--- src/rtl/pci_cfg_space.sv ---
// ============================================================================
//  Module      : pci_cfg_space
//  Description : PCI type-0 configuration space for an EDU-class endpoint.
//                Single-cycle ack handshake; byte-enabled writes; sticky
//                W1C status; up to six sized 32-bit memory BARs.
//                Optional MSI capability when PCI_CFG_MSI_EN is defined.
//  Revision    : 1.0 - initial release
// ============================================================================
`default_nettype none

module pci_cfg_space #(
    parameter logic [15:0] VENDOR_ID     = 16'h1234,
    parameter logic [15:0] DEVICE_ID     = 16'h11e8,
    parameter logic [31:0] CLASS_REV     = 32'hff000009,
    parameter int          NUM_BARS      = 1,
    parameter int          BAR_SIZE_LOG2 = 20,
    parameter logic [31:0] SUBSYS_ID_DEF = 32'h11e81234,
    parameter logic [7:0]  INT_PIN       = 8'h01
) (
    input  logic                    clk,
    input  logic                    rst,
    input  logic                    cfg_enable,
    input  logic                    cfg_iswrite,
    input  logic [5:0]              cfg_offset,
    input  logic [3:0]              cfg_byte_en,
    input  logic [31:0]             cfg_write_val,
    output logic [31:0]             cfg_read_val,
    output logic                    cfg_ack,
    input  logic                    intr_status,
    input  logic [5:0]              status_evt,
    output logic [10:0]             command,
`ifdef PCI_CFG_MSI_EN
    output logic                    msi_enable,
    output logic [31:0]             msi_addr,
    output logic [15:0]             msi_data,
`endif
    output logic [32*NUM_BARS-1:0]  bar_base
);

    // Writable command bits: 0-4, 6, 8-10 (bit 5 VGA snoop and bit 7 stepping are hardwired 0)
    localparam logic [10:0] c_cmd_mask = 11'h75f;
    localparam logic [31:0] c_bar_mask = ~((32'd1 << BAR_SIZE_LOG2) - 32'd1);
`ifdef PCI_CFG_MSI_EN
    localparam logic [7:0]  c_cap_ptr  = 8'h40;
    localparam logic        c_cap_flag = 1'b1;
`else
    localparam logic [7:0]  c_cap_ptr  = 8'h00;
    localparam logic        c_cap_flag = 1'b0;
`endif

    logic               r_ack;
    logic [31:0]        r_rd_val;
    logic [10:0]        r_command;
    logic [5:0]         r_sts;          // sticky bits in status_evt order
    logic [7:0]         r_cache;
    logic [4:0]         r_lat;
    logic [31:0]        r_subsys;
    logic [7:0]         r_int_line;
`ifdef PCI_CFG_MSI_EN
    logic               r_msi_en;
    logic [29:0]        r_msi_addr;
    logic [15:0]        r_msi_data;
`endif

    logic               w_wr;
    logic               w_rd;
    logic [15:0]        w_status;
    logic [5:0]         w_sts_clr;
    logic [31:0]        w_rd_data;
    logic [31:0]        w_merged;
    logic [5:0][31:0]   w_bar_rd;

    assign w_wr = cfg_enable &  cfg_iswrite;
    assign w_rd = cfg_enable & ~cfg_iswrite;

    // {dpe, sse, rma, rta, sta, devsel=00, mdpe, 000, cap, intr, 000}
    assign w_status = {r_sts[5], r_sts[4], r_sts[3], r_sts[2], r_sts[1], 2'b00,
                       r_sts[0], 3'b000, c_cap_flag, intr_status, 3'b000};

    // Status only lives in byte 3 of dword 0x01; map W1C data bits back to sticky order
    assign w_sts_clr = (w_wr && cfg_offset == 6'h01 && cfg_byte_en[3]) ?
                       {cfg_write_val[31], cfg_write_val[30], cfg_write_val[29],
                        cfg_write_val[28], cfg_write_val[27], cfg_write_val[24]} : 6'b0;

    // Dword read mux: everything not listed reads zero
    always_comb begin
        w_rd_data = 32'h0;
        case (cfg_offset)
            6'h00: w_rd_data = {DEVICE_ID, VENDOR_ID};
            6'h01: w_rd_data = {w_status, 5'b0, r_command};
            6'h02: w_rd_data = CLASS_REV;
            6'h03: w_rd_data = {16'h0, r_lat, 3'b000, r_cache};
            6'h04: w_rd_data = w_bar_rd[0];
            6'h05: w_rd_data = w_bar_rd[1];
            6'h06: w_rd_data = w_bar_rd[2];
            6'h07: w_rd_data = w_bar_rd[3];
            6'h08: w_rd_data = w_bar_rd[4];
            6'h09: w_rd_data = w_bar_rd[5];
            6'h0b: w_rd_data = r_subsys;
            6'h0d: w_rd_data = {24'h0, c_cap_ptr};
            6'h0f: w_rd_data = {16'h0, INT_PIN, r_int_line};
`ifdef PCI_CFG_MSI_EN
            6'h10: w_rd_data = {15'h0, r_msi_en, 8'h00, 8'h05};
            6'h11: w_rd_data = {r_msi_addr, 2'b00};
            6'h12: w_rd_data = {16'h0, r_msi_data};
`endif
            default: w_rd_data = 32'h0;
        endcase
    end

    // Byte-merge write data into the current dword contents; bytes without an enable keep their value
    always_comb begin
        w_merged = w_rd_data;
        for (int b = 0; b < 4; b++) begin
            if (cfg_byte_en[b]) begin
                w_merged[8*b +: 8] = cfg_write_val[8*b +: 8];
            end
        end
    end

    // Handshake, read data capture and all non-BAR writable registers
    always_ff @(posedge clk) begin
        if (!rst) begin
            r_ack      <= 1'b0;
            r_rd_val   <= 32'h0;
            r_command  <= 11'h0;
            r_sts      <= 6'h0;
            r_cache    <= 8'h0;
            r_lat      <= 5'h0;
            r_subsys   <= SUBSYS_ID_DEF;
            r_int_line <= 8'h0;
`ifdef PCI_CFG_MSI_EN
            r_msi_en   <= 1'b0;
            r_msi_addr <= 30'h0;
            r_msi_data <= 16'h0;
`endif
        end else begin
            r_ack <= cfg_enable;
            if (w_rd) begin
                r_rd_val <= w_rd_data;
            end
            // A new event outranks a simultaneous W1C clear
            r_sts <= (r_sts & ~w_sts_clr) | status_evt;
            if (w_wr) begin
                case (cfg_offset)
                    6'h01: r_command  <= w_merged[10:0] & c_cmd_mask;
                    6'h03: begin
                        r_cache <= w_merged[7:0];
                        r_lat   <= w_merged[15:11];
                    end
                    6'h0b: r_subsys   <= w_merged;
                    6'h0f: r_int_line <= w_merged[7:0];
`ifdef PCI_CFG_MSI_EN
                    6'h10: r_msi_en   <= w_merged[16];
                    6'h11: r_msi_addr <= w_merged[31:2];
                    6'h12: r_msi_data <= w_merged[15:0];
`endif
                    default: ;
                endcase
            end
        end
    end

    // One register per implemented BAR; unimplemented slots read zero
    for (genvar g = 0; g < 6; g++) begin : g_bar
        if (g < NUM_BARS) begin : g_impl
            localparam logic [5:0] c_off = 6'(4 + g);
            logic [31:0] r_bar;

            // BAR base: only the size-aligned upper bits are kept
            always_ff @(posedge clk) begin
                if (!rst) begin
                    r_bar <= 32'h0;
                end else if (w_wr && cfg_offset == c_off) begin
                    r_bar <= w_merged & c_bar_mask;
                end
            end

            assign w_bar_rd[g]          = r_bar;
            assign bar_base[32*g +: 32] = r_bar;
        end else begin : g_none
            assign w_bar_rd[g] = 32'h0;
        end
    end

    assign cfg_ack      = r_ack;
    assign cfg_read_val = r_rd_val;
    assign command      = r_command;
`ifdef PCI_CFG_MSI_EN
    assign msi_enable   = r_msi_en;
    assign msi_addr     = {r_msi_addr, 2'b00};
    assign msi_data     = r_msi_data;
`endif

endmodule

`default_nettype wire

--- config.mk ---
export PLATFORM = sky130hd
export DESIGN_NAME = pci_cfg_space
export DESIGN_NICKNAME = d
export VERILOG_FILES = /design/src/rtl/pci_cfg_space.sv
export SDC_FILE = /design/constraint.sdc
export NUM_CORES = 1
export LEC_CHECK = 0
export CAP_MARGIN = 40
export CORE_MARGIN = 1.5
export CORE_UTILIZATION = 55
export CTS_BUF_LIST = sky130_fd_sc_hd__clkbuf_4 sky130_fd_sc_hd__clkbuf_8
export DETAILED_ROUTE_END_ITERATION = 8
export GPL_TIMING_DRIVEN = 0
export PLACE_DENSITY_LB_ADDON = 0.25
export SYNTH_ARGS = -nofsm -noshare
export SYNTH_HDL_FRONTEND = slang
export SYNTH_SLANG_ARGS = --single-unit
export TNS_END_PERCENT = 100
--- constraint.sdc ---
create_clock -name clk -period 5.1 [get_ports clk]
set_clock_uncertainty 0.15 [all_clocks]
set_input_delay 1.275 -clock clk [delete_from_list [all_inputs] [get_ports clk]]
set_output_delay 1.275 -clock clk [all_outputs]
set_load 0.005 [all_outputs]
==> flow_summary.json <==
{
  "synthTopCellsByArea": "dfxtp_1, mux2i_1, a21oi_1",
  "final_util": 0.734,
  "h-tree-depth": 4,
  "ioPinCount": 129,
  "area_delta_synth_final_pct": 29.0,
  "drt-total-wl_um": 18800,
  "crit_path_start_kind": "input pin",
  "grt_pass1_wl_um": 29400,
  "maxCapViolations": 0,
  "cp.required_ns": 5.30,
  "endpoint": "r_subsys[27]",
  "grt_pass1_vias": 5755,
  "async_flop_share": 0,
  "min_period_over_period": 0.724,
  "worst_hold_slack_ns": 0.314,
  "worstReg2RegStart": "r_int_line[4]",
  "fmax_mhz": 271,
  "synth_area_mm2": 0.00559,
  "num_rows": 36,
  "drive_above_1_share": 0.124,
  "first_iter_violations": 753,
  "cts_hold_buffers": 0,
  "grt_usage": 0.346,
  "tightest_slew_ns": 0.866,
  "place_inst": 885,
  "synth-simple-area-share": 0.191,
  "insertedDiodeCount": 0,
  "ys_types": 65,
  "hpwlAfterDp_um": 13100,
  "die_h_um": 104,
  "synth_compound_gate_area_share": 0.250,
  "synth_ff_type": "dfxtp_1",
  "hold_class": "reg2reg",
  "insertion_delay_ns": 0.43,
  "drc": 0,
  "synthMuxAreaShare": 0.0706,
  "leakagePower_nw": 2.67,
  "syn_avg_cell_area_um2": 8.87,
  "synth_xor_area_frac": 0,
  "cts_root_buf": "clkbuf_8",
  "slew_headroom": 0.423,
  "overflow": 0,
  "setup_violations": 0,
  "synth_edf_count": 0,
  "routed_via_density": 6.49,
  "ctsResizeCount": 0,
  "cts_buffers": 17,
  "yosys_warnings": 0,
  "yosysSeqAreaShare": 0.405,
  "yosysTopAreaCell": "dfxtp_1",
  "cts_tree": "done",
  "num_vias": 5943,
  "die_w_um": 104,
  "outcome": "finished clean",
  "final_cell_mix": "dfxtp_1, clkdlybuf4s50_1, o21ai_0, a21oi_1, nand3_1",
  "power_density_mw_per_mm2": 267,
  "postCtsSetupRepairBufs": 0,
  "ant_nets": 0,
  "numClockSinks": 113,
  "clk_path_buf_depth": 2,
  "arrival_ns": 3.89,
  "period_needed_ns": 3.69,
  "timing.rr.end": "command[4]",
  "synth-seq-cells": 113,
  "crit_path_end_kind": "flip-flop",
  "critPathKind": "in2reg",
  "synthCells": 630,
  "final-max-slew-violation-count": 0,
  "place_congestion": 0.922,
  "die_area_mm2": 0.0108,
  "fin_nets": 824,
  "power_mw": 1.92,
  "coreArea_mm2": 0.00982,
  "peakVddDrop_mv": 0.218,
  "ff2ff_setup_slack_ns": 3.42,
  "finalNonFillerCells": 916,
  "synthAdderAreaFrac": 0,
  "grt_max_degree": 17,
  "worstSetupStartpoint": "cfg_offset[2]",
  "portBuffers": 101,
  "synth_top_area_frac": 0.405,
  "antenna_found_initial": 0,
  "start_util": 0.569,
  "final_common_cell": "dfxtp_1",
  "first_pass_iters": 8,
  "finalSetupTns_ns": 0,
  "rsz0062_at_grt": "no",
  "cp_max_fo": 10,
  "wl_per_cell_um": 20.5,
  "synth_top_family_by_area": "compound AO/OA/AOI/OAI gates",
  "path_clk_slew_ns": 0.07,
  "hold_viol_final": 0,
  "rr_worst_depth": 4
}
[how the worst min path moves through the flow]
| stage | from | end | slack (ns) | cells after the start |
|---|---|---|---|---|
| floorplan | r_subsys[16] | r_subsys[16] | 0.29 | 2 |
| global placement | cfg_read_val[18] | cfg_read_val[18] | 0.29 | 2 |
| detailed placement | cfg_read_val[18] | cfg_read_val[18] | 0.30 | 2 |
| CTS | cfg_read_val[18] | cfg_read_val[18] | 0.31 | 2 |
| global route | cfg_read_val[18] | cfg_read_val[18] | 0.33 | 2 |
| finish | cfg_read_val[18] | cfg_read_val[18] | 0.31 | 2 |
[critical path, stage by stage]
cell and delay [ns]:
clkdlybuf4s50_1 0.50, buf_4 0.23, nor2b_1 0.32, clkbuf_1 0.55, nand2_1 0.23, nor3_1 0.58
o2bb2ai_1 0.20
[flip-flops by register name (all words and copies together) (netlist names)]
signal	flops
bar_base	12
cfg_ack	1
cfg_read_val	32
command	9
r_cache	8
r_int_line	8
r_lat	5
r_sts	6
r_subsys	32
[metrics by stage]
stage	cell area, um^2	setup slack (ns)
after floorplan	5660	2.21
after global placement	6840	1.23
after detailed placement	6840	1.18
after CTS	7210	1.56
after global routing	7210	1.40
final	7210	1.41
[cells in the mapped netlist, drive strengths merged, types with 5 or more instances]
cell,n
and3,16
a32o,8
nand4,6
mux2i,36
a211oi,15
buf,44
nor3,7
a221oi,9
inv,10
nor2,31
a21oi,46
o21ai,45
o31ai,5
o2bb2ai,17
nand2,32
nor4,11
o21ba,6
and2,15
o211ai,7
clkbuf,36
nand3,44
a2111oi,11
dfxtp,113
nand2b,8
[layout make-up]
class	instances	area, um^2
Multi-Input combinational cell	448	2940
Fill cell	752	2610
Sequential cell	113	2260
Timing Repair Buffer	101	1010
Buffer	80	429
Clock buffer	21	277
Tap cell	133	166
Clock inverter	10	87.6
Inverter	10	37.5
[logic make-up after synthesis]
| kind of cell | Yosys count |
|---|---|
| flip-flops | 113 |
| multiplexers | 39 |
| AND/OR/NAND/NOR | 190 |
| buffers and inverters | 90 |
| other | 1 |
| AO/OA/AOI/OAI | 197 |
[routing by layer]
| layer | track usage | vias up | routed length (um) |
|---|---|---|---|
| li1 | - | 2603 | - |
| met1 | 0.424 | 2759 | 7000 |
| met2 | 0.553 | 482 | 8470 |
| met3 | 0.0900 | 99 | 2430 |
| met4 | 0.197 | 0 | 914 |
| met5 | 0 | - | 0 |
[report_power, final]
group | internal, mW | switching [mW]
registers | 0.898 | 0.00847
clock network | 0.414 | 0.377
logic | 0.100 | 0.122
(Power assumes the default switching activity.)
